`config.mk`:
```
export PLATFORM = sky130hd
export DESIGN_NAME = ls_frame_sequencer
export DESIGN_NICKNAME = d
export VERILOG_FILES = /design/src/rtl/ls_frame_sequencer_pkg.sv /design/src/rtl/ls_frame_sequencer_apb.sv /design/src/rtl/ls_frame_sequencer.sv
export SDC_FILE = /design/constraint.sdc
export NUM_CORES = 1
export LEC_CHECK = 0
export CORE_AREA = 10 10 182 184
export CTS_CLUSTER_DIAMETER = 60
export DETAILED_ROUTE_END_ITERATION = 16
export DIE_AREA = 0 0 192 194
export PLACE_DENSITY = 0.57
export SYNTH_ARGS = -nofsm -noshare
export SYNTH_HDL_FRONTEND = slang
export SYNTH_SLANG_ARGS = --single-unit
```
`constraint.sdc`:
```
create_clock -name clk -period 2.9 [get_ports clk]
set_input_delay 0.58 -clock clk [delete_from_list [all_inputs] [get_ports clk]]
set_output_delay 0.58 -clock clk [all_outputs]
set_load 0.03 [all_outputs]
```
`src/rtl/ls_frame_sequencer_pkg.sv`:
```
// Shared parameters and types for the frame sequencer.
// Holds the default geometry (planes, rows, columns), the APB bus widths,
// the register map of the separator (CTRL at 0, coefficient banks from 1)
// and the CTRL start value, plus the state enumerations.
package ls_frame_sequencer_pkg;

    localparam int N_PLANES   = 16;
    localparam int ROWS       = 32;
    localparam int COLS       = 32;
    localparam int APB_ADDR_W = 20;
    localparam int APB_DATA_W = 32;

    localparam int CTRL_ADDR  = 0;
    localparam int BANK_BASE  = 1;
    localparam int CTRL_START = 2;

    localparam int COEF_W     = 12;
    localparam int COEF_DEPTH = 16;

    typedef enum logic [3:0] {
        IDLE,
        CFG_SETUP,
        CFG_ACCESS,
        CFG_GAP,
        ST_SETUP,
        ST_ACCESS,
        FEED,
        DRAIN,
        SP_SETUP,
        SP_ACCESS,
        SP_GAP,
        DONE
    } seq_state_t;

    typedef enum logic [1:0] {
        PH_IDLE,
        PH_SETUP,
        PH_ACCESS
    } apb_phase_t;

    // Two 12-bit coefficients are packed per bank word.
    function automatic int bank_count(input int n);
        return (n + 1) / 2;
    endfunction

endpackage

```
`src/rtl/ls_frame_sequencer_apb.sv`:
```
// ls_apb_write_master: issues one APB write per req.
// A req seen while idle latches addr/wdata and runs SETUP then ACCESS;
// the cycle after ACCESS the bus is idle again, which gives the gap.
// Ports: clk, rst (sync, active high), req/addr/wdata from the sequencer,
// ack high during the ACCESS cycle, APB outputs PADDR/PSEL/PENABLE/PWRITE/PWDATA.
module ls_apb_write_master
    import ls_frame_sequencer_pkg::*;
#(
    parameter int Amba_Addr_Depth = APB_ADDR_W,
    parameter int Amba_Word       = APB_DATA_W
) (
    input  logic                       clk,
    input  logic                       rst,
    input  logic                       req,
    input  logic [Amba_Addr_Depth-1:0] addr,
    input  logic [Amba_Word-1:0]       wdata,
    output logic                       ack,
    output logic [Amba_Addr_Depth-1:0] PADDR,
    output logic                       PSEL,
    output logic                       PENABLE,
    output logic                       PWRITE,
    output logic [Amba_Word-1:0]       PWDATA
);

    apb_phase_t phase;

    always_ff @(posedge clk) begin
        if (rst) begin
            phase   <= PH_IDLE;
            PSEL    <= 1'b0;
            PENABLE <= 1'b0;
            PADDR   <= '0;
            PWDATA  <= '0;
        end else begin
            case (phase)
                PH_IDLE: begin
                    if (req) begin
                        phase  <= PH_SETUP;
                        PSEL   <= 1'b1;
                        PADDR  <= addr;
                        PWDATA <= wdata;
                    end
                end
                PH_SETUP: begin
                    phase   <= PH_ACCESS;
                    PENABLE <= 1'b1;
                end
                PH_ACCESS: begin
                    phase   <= PH_IDLE;
                    PSEL    <= 1'b0;
                    PENABLE <= 1'b0;
                end
                default: phase <= PH_IDLE;
            endcase
        end
    end

    assign ack    = (phase == PH_ACCESS);
    assign PWRITE = 1'b1;

endmodule

```
`src/rtl/ls_frame_sequencer.sv`:
```
// ls_frame_sequencer: frame controller for the plane separator.
// Loads the coefficient table over APB, starts the separator, feeds
// N*Row*Col input pixels, drains Row*Col outputs, then stops it.
// Ports: clk, rst (sync, active high); start, coef_wr/coef_idx/coef_data;
// status busy/done/err; APB master PADDR/PSEL/PENABLE/PWRITE/PWDATA;
// pixel request pix_valid/pix_plane/pix_row/pix_col;
// output strobe out_valid/out_row/out_col.
//
// state      | meaning
// IDLE       | waiting for start, coefficient table writable
// CFG_SETUP  | bank word write, setup phase
// CFG_ACCESS | bank word write, access phase
// CFG_GAP    | idle bus cycle between bank writes
// ST_SETUP   | CTRL start write, setup phase
// ST_ACCESS  | CTRL start write, access phase
// FEED       | one input pixel per cycle
// DRAIN      | one latency cycle, then one output per cycle
// SP_SETUP   | CTRL stop write, setup phase
// SP_ACCESS  | CTRL stop write, access phase
// SP_GAP     | idle bus cycle after the stop write
// DONE       | one-cycle done pulse
module ls_frame_sequencer
    import ls_frame_sequencer_pkg::*;
#(
    parameter int N               = N_PLANES,
    parameter int Row             = ROWS,
    parameter int Col             = COLS,
    parameter int Amba_Addr_Depth = APB_ADDR_W,
    parameter int Amba_Word       = APB_DATA_W
) (
    input  logic                       clk,
    input  logic                       rst,
    input  logic                       start,
    input  logic                       coef_wr,
    input  logic [3:0]                 coef_idx,
    input  logic [11:0]                coef_data,
    output logic                       busy,
    output logic                       done,
    output logic                       err,
    output logic [Amba_Addr_Depth-1:0] PADDR,
    output logic                       PSEL,
    output logic                       PENABLE,
    output logic                       PWRITE,
    output logic [Amba_Word-1:0]       PWDATA,
    output logic                       pix_valid,
    output logic [3:0]                 pix_plane,
    output logic [5:0]                 pix_row,
    output logic [5:0]                 pix_col,
    output logic                       out_valid,
    output logic [5:0]                 out_row,
    output logic [5:0]                 out_col
);

    localparam logic [2:0] LAST_BANK  = 3'(bank_count(N) - 1);
    localparam logic [3:0] LAST_PLANE = 4'(N - 1);
    localparam logic [5:0] LAST_ROW   = 6'(Row - 1);
    localparam logic [5:0] LAST_COL   = 6'(Col - 1);

    seq_state_t                 state;
    logic [2:0]                 bank;
    logic [COEF_W-1:0]          coef      [COEF_DEPTH];
    logic [COEF_W-1:0]          coef_view [COEF_DEPTH];
    logic [2:0]                 bank_sel;
    logic [COEF_W-1:0]          coef_lo;
    logic [COEF_W-1:0]          coef_hi;
    logic                       req;
    logic                       ack;
    logic [Amba_Addr_Depth-1:0] req_addr;
    logic [Amba_Word-1:0]       req_data;

    // A write arriving together with start must already be in the first bank word.
    always_comb begin
        coef_view = coef;
        if (state == IDLE && coef_wr) coef_view[coef_idx] = coef_data;
    end

    // Writes are requested one cycle ahead so the bus phases line up with the states.
    always_comb begin
        bank_sel = (state == CFG_GAP) ? bank + 3'd1 : 3'd0;
        coef_lo  = coef_view[{bank_sel, 1'b0}];
        coef_hi  = (2 * int'(bank_sel) + 1 < N) ? coef_view[{bank_sel, 1'b1}] : '0;
        req      = 1'b0;
        req_addr = '0;
        req_data = '0;
        case (state)
            IDLE: begin
                req      = start;
                req_addr = Amba_Addr_Depth'(BANK_BASE);
                req_data = Amba_Word'({coef_hi, coef_lo});
            end
            CFG_GAP: begin
                req = 1'b1;
                if (bank == LAST_BANK) begin
                    req_addr = Amba_Addr_Depth'(CTRL_ADDR);
                    req_data = Amba_Word'(CTRL_START);
                end else begin
                    req_addr = Amba_Addr_Depth'(BANK_BASE) + Amba_Addr_Depth'(bank_sel);
                    req_data = Amba_Word'({coef_hi, coef_lo});
                end
            end
            DRAIN: begin
                req      = out_valid && out_row == LAST_ROW && out_col == LAST_COL;
                req_addr = Amba_Addr_Depth'(CTRL_ADDR);
            end
            default: ;
        endcase
    end

    ls_apb_write_master #(
        .Amba_Addr_Depth(Amba_Addr_Depth),
        .Amba_Word      (Amba_Word)
    ) u_apb (
        .clk    (clk),
        .rst    (rst),
        .req    (req),
        .addr   (req_addr),
        .wdata  (req_data),
        .ack    (ack),
        .PADDR  (PADDR),
        .PSEL   (PSEL),
        .PENABLE(PENABLE),
        .PWRITE (PWRITE),
        .PWDATA (PWDATA)
    );

    assign err = start && busy && !rst;

    always_ff @(posedge clk) begin
        if (rst) begin
            state     <= IDLE;
            bank      <= '0;
            busy      <= 1'b0;
            done      <= 1'b0;
            pix_valid <= 1'b0;
            pix_plane <= '0;
            pix_row   <= '0;
            pix_col   <= '0;
            out_valid <= 1'b0;
            out_row   <= '0;
            out_col   <= '0;
            for (int i = 0; i < COEF_DEPTH; i++) coef[i] <= '0;
        end else begin
            done <= 1'b0;
            case (state)
                IDLE: begin
                    if (coef_wr) coef[coef_idx] <= coef_data;
                    if (start) begin
                        state <= CFG_SETUP;
                        bank  <= '0;
                        busy  <= 1'b1;
                    end
                end
                CFG_SETUP:  state <= CFG_ACCESS;
                CFG_ACCESS: if (ack) state <= CFG_GAP;
                CFG_GAP: begin
                    if (bank == LAST_BANK) begin
                        state <= ST_SETUP;
                    end else begin
                        bank  <= bank + 3'd1;
                        state <= CFG_SETUP;
                    end
                end
                ST_SETUP:   state <= ST_ACCESS;
                ST_ACCESS: begin
                    if (ack) begin
                        state     <= FEED;
                        pix_valid <= 1'b1;
                    end
                end
                FEED: begin
                    if (pix_col != LAST_COL) begin
                        pix_col <= pix_col + 6'd1;
                    end else begin
                        pix_col <= '0;
                        if (pix_row != LAST_ROW) begin
                            pix_row <= pix_row + 6'd1;
                        end else begin
                            pix_row <= '0;
                            if (pix_plane != LAST_PLANE) begin
                                pix_plane <= pix_plane + 4'd1;
                            end else begin
                                pix_plane <= '0;
                                pix_valid <= 1'b0;
                                state     <= DRAIN;
                            end
                        end
                    end
                end
                DRAIN: begin
                    // out_valid low marks the separator's one-cycle latency slot.
                    if (!out_valid) begin
                        out_valid <= 1'b1;
                    end else if (out_col != LAST_COL) begin
                        out_col <= out_col + 6'd1;
                    end else begin
                        out_col <= '0;
                        if (out_row != LAST_ROW) begin
                            out_row <= out_row + 6'd1;
                        end else begin
                            out_row   <= '0;
                            out_valid <= 1'b0;
                            state     <= SP_SETUP;
                        end
                    end
                end
                SP_SETUP:  state <= SP_ACCESS;
                SP_ACCESS: if (ack) state <= SP_GAP;
                SP_GAP: begin
                    state <= DONE;
                    done  <= 1'b1;
                end
                DONE: begin
                    state <= IDLE;
                    busy  <= 1'b0;
                end
                default: state <= IDLE;
            endcase
        end
    end

endmodule
```
# Word-level counts from Yosys, hierarchy flattened
# Index checks and enable logic that the tools add are counted.
# classes
add_sub_neg,8
n_mul,0
div,0
order_cmp,5
eq_ne,33
n_shift,0
muxes,53
bitwise_logic,6
reduce_logical,25
# op_table
operator,count
192-bit bitwise mux,1
192-bit two-way mux,1
12-bit binary-select mux with 4-bit select,2
12-bit two-way mux,6
12-bit demux with 4-bit select,1
4-bit two-way mux,12
24-bit case mux with 2 select lines,1
4-bit case mux with 11 select lines,1
6-bit by 1-bit adder with 6-bit output (second input constant),4
24-bit two-way mux,1
6-bit two-way mux,4
2-bit != test (second input constant),12
6-bit by 5-bit != test with 1-bit output (second input constant),4
4-bit by 3-bit == test with 1-bit output (second input constant),4
4-bit == test (second input constant),4
5-bit >= comparator (second input constant),3
4-bit inverter with 5-bit output,3
6-bit by 5-bit == test with 1-bit output (second input constant),2
3-bit two-way mux,4
2-bit AND reduction,6
1-bit two-way mux,10
10-bit AND reduction,1
2-bit nonzero test,5
3-bit AND reduction,3
other kinds (24),35
# totals
reg_bits,287
latch_bits,0
ram_bits,0
mem_bits_ro,0
word_cells,162
memories,0

# Longest topological paths before layout
# depth
word_depth,13
mapped_depth,11
depth_no_buf,8

# Hierarchy
# From an unflattened synthesis, not the netlist that was laid out.
# hier_totals
cells_unflattened,1628
area_unflattened_um2,13107.6
# by_module_without_submodules
module,instances,cells_each,area_per_inst_um2,seq_area_each_um2
ls_frame_sequencer,1,1378,10856.7,4624.4
ls_apb_write_master,1,250,2250.9,1121.1

# Worst setup path before layout
# Ideal clock, no wire load.
# synth_timing
path_type,flip-flop to flip-flop
from,reg out_row[0]
to,reg state[0]
setup_ns,0.091
arrival_ns,2.257
t_required_ns,2.809
path_slack_ns,0.552
path_stages_with_launch,8
path_cell_list,dfxtp_1 -> ha_1 -> nand4_1 -> nor2_1 -> a31oi_1 -> a2111oi_0 -> nor2_1 -> a311oi_1
# synth_between
elab_chain_cells,3
# synth_lines
item,line_no,text
"start, declared",ls_frame_sequencer.sv:50,"output logic [5:0] out_row,"
"start signal, assigned",ls_frame_sequencer.sv:198,out_row <= out_row + 6'd1;
6-bit by 5-bit != test with 1-bit output,ls_frame_sequencer.sv:197,if (out_row != LAST_ROW) begin
2-bit != test (no line),n/a,
10-bit AND reduction (no line),n/a,
"end signal, assigned",ls_frame_sequencer.sv:202,state <= SP_SETUP;
"end signal, assigned",ls_frame_sequencer.sv:206,SP_SETUP: state <= SP_ACCESS;
"end signal, assigned",ls_frame_sequencer.sv:207,SP_ACCESS: if (ack) state <= SP_GAP;
"end, declared",ls_frame_sequencer.sv:59,seq_state_t state;
# No other way between the ends.
# A chain may end at the register's enable or synchronous reset.

# Final worst setup path
# layout_timing
from,in start
to,out err
# layout_between
elab_chain_cells,2
# layout_lines
item,line_no,text
"start, declared",ls_frame_sequencer.sv:33,"input logic start,"
1-bit logical AND (2 in series),ls_frame_sequencer.sv:126,assign err = start && busy && !rst;
"end, declared",ls_frame_sequencer.sv:39,"output logic err,"
# No other way between the ends.

==> reports/qor.yml <==
ir_drop_uv: 367
hold_path.class: "register to register"
ys_warn_count: 0
yosysTopAreaCellShare: 0.453
tightest_slew_ps: 933
pre_cts_slack_ps: -49.3
nets: 1443
hold_buffers: 0
yosysSeqAreaShare: 0.453
synth_area_per_cell_um2: 8.67
syn_inst: 1342
min_period_ps: 2610
drc: 0
dieArea_mm2: 0.0372
crit_fanout: 3
drive_above_1_share: 0.0902
drv_slew: 0
startpoint_type: "input pin"
numCtsBuffers: 29
htreeDepth: 1
maxCapViolCount: 0
syn-cell-area_mm2: 0.0116
crit_type: "input pin to primary output"
r2r_slack_ps: 410
synthFlopType: "dfxtp_1"
fill_cells: 2840
hold_violations: 0
drt-total-wl_mm: 34.1
dp_hpwl_mm: 23.0
die_w_um: 192
clockBufferDepth: 3
p_leak_nw: 6.01
reg2reg_from: "state[1]$_SDFFE_PP0P_"
drtAntennaViolNets: 0
end_kind: "primary output"
max_freq_ghz: 0.383
final_util: 0.474
initial_core_util: 0.396
finalSetupViolCount: 0
clockRootBuffer: "clkbuf_16"
finalNonFillerCells: 1820
skew_ps: 17.8
place_inst: 1770
yosysUniqueCellTypes: 67
die_y_um: 194
synth_edf_count: 0
power.density_mw_per_mm2: 651
rsz0062_at_grt: "no"
gp_routability_congestion: 0.812
status: "finished clean"
cts_tree: "done"
grt_first_pass_wirelength_mm: 54.0
clk_latency_ps: 550
final.setup.tns_ps: 0
rr_endpoint: "u_apb.PWDATA[23]$_SDFFE_PP0P_"
multi_input_area_mm2: 0.00577
io_buffer_count: 82
initialDrtViolationCount: 733
cp.required_ps: 2320
worst_slack_ps: 286
cts.sink_count: 263
synth_largest_area_cell: "dfxtp_1"
async_flop_share: 0
ys_seq_elements: 263
pin_count: 108
grt_pass1_vias: 9340
cts_setup_buffers: 0
grt_max_degree: 194
grt_antenna_before_repair: 0
regArea_mm2: 0.00527
stdcell_area_mm2: 0.0139
dr.pass1.iters: 5
fin_total_pwr_mw: 9.08
arrival_ps: 2030
path_clk_slew_ps: 60
hold_depth: 2
dr_total_vias: 9789
rows: 63
cts_resized: 0
synthTopCellsByArea: "dfxtp_1 (45%), mux2i_1 (13%), nor2_1 (6.6%), nand2_1 (4.9%), a21oi_1 (3.3%)"
viasPerCell: 5.38
r2r_cells: 6
hold_start: "coef[80]$_SDFFE_PP0N_"
syn_to_final_growth_pct: 19.8
worst_hold_slack_ps: 453
track_usage: 0.178
postPlaceCellArea_mm2: 0.0130
slew_headroom: 0.378
core_mm2: 0.0294
finalCritPeriodShare: 0.901
diodes: 0
routedWlPerCell_um: 18.7
grt-ovfl-total: 0
whs_endpoint: "coef[80]$_SDFFE_PP0N_"
## per-layer routing
layer / track usage / wire (um)
met3: 0.0232 / 1760
met5: 0 / 0
met2: 0.288 / 16100
met4: 0.0386 / 618
met1: 0.245 / 15700
## logic make-up after synthesis
group | count (synthesis) | share of synthesized area
AOI/OAI and AO/OA | 237 | 0.133
adders and majority gates | 12 | 0.0129
muxes | 154 | 0.133
DFF | 263 | 0.453
and+or+nand+nor | 502 | 0.193
buffers and inverters | 151 | 0.0597
xor gates and xnor gates | 21 | 0.0158
other | 2 | 0.000645
## layout by cell type, fill, tap and decap left out, drive strengths merged, types with 34 or more instances in the layout
cell	count
dfxtp	263
nor2	206
nand2	153
mux2i	152
clkdlybuf4s50	81
a21oi	77
buf	77
clkbuf	45
o21ai	36
nand3	34
## area by class of cell
type                       instances  area share
tap                              390      0.0350
clock buffer                      45      0.0607
multi-input combinational        951       0.414
timing repair buffer             158       0.106
sequential                       263       0.378
inverter                           8     0.00215
clock inverter                     5     0.00404
## critical path, stage by stage
cell and delay (ps):
clkdlybuf4s50_1 480, buf_4 140, nand2_1 50, nor2_1 90, clkdlybuf4s50_1 690
## worst max path at each step
| stage | end | slack [ps] | startpoint |
|---|---|---|---|
| after CTS | err | 260 | start |
| after detailed placement | u_apb.PWDATA[5]$_SDFFE_PP0P_ | -50 | start |
| after global placement | u_apb.PWDATA[17]$_SDFFE_PP0P_ | -20 | start |
| after floorplan | state[0]$_SDFFE_PP0P_ | 550 | out_row[0]$_SDFFE_PP0P_ |
| final | err | 290 | start |
| after global routing | u_apb.PWDATA[23]$_SDFFE_PP0P_ | 210 | state[1]$_SDFFE_PP0P_ |
## Yosys cell counts, drive strengths merged (2+ instances only)
library cell    n
a22o            3
nor3           32
or3             3
and2            7
a311oi          3
a32oi          12
clkbuf         91
inv             6
a31oi           7
nor2b           7
and4b           3
nor4            5
a211oi          2
mux2            2
a21oi          77
clkinv          2
o21ai          36
and4bb          2
buf            52
a221oi         14
and4            2
and3b           2
nor4b           3
mux2i         152
o31ai           5
o2111ai        17
a2111oi         2
a22oi          13
xor2           15
nand2         153
nor3b           4
o211ai         11
and3           10
dfxtp         263
conb            2
xnor2           6
nand3b          3
ha             12
nand4          17
o22ai          25
nand2b          4
nand3          34
nor2          206
## power by group
part / internal (mW) / switching, mW
clock: 2.07 / 1.45
combinational: 0.627 / 1.10
sequential: 3.73 / 0.101
total: 6.43 / 2.65
## sequential cells by signal, indices dropped and copies added, names as in the netlist
register,cells
pix_row,6
out_col,6
u_apb.PENABLE,1
pix_valid,1
state,4
u_apb.PSEL,1
done,1
pix_col,6
u_apb.phase,2
pix_plane,4
bank,3
u_apb.PADDR,4
u_apb.PWDATA,24
out_row,6
busy,1
coef,192
out_valid,1
Note: power is estimated with default switching activity, not from simulation.
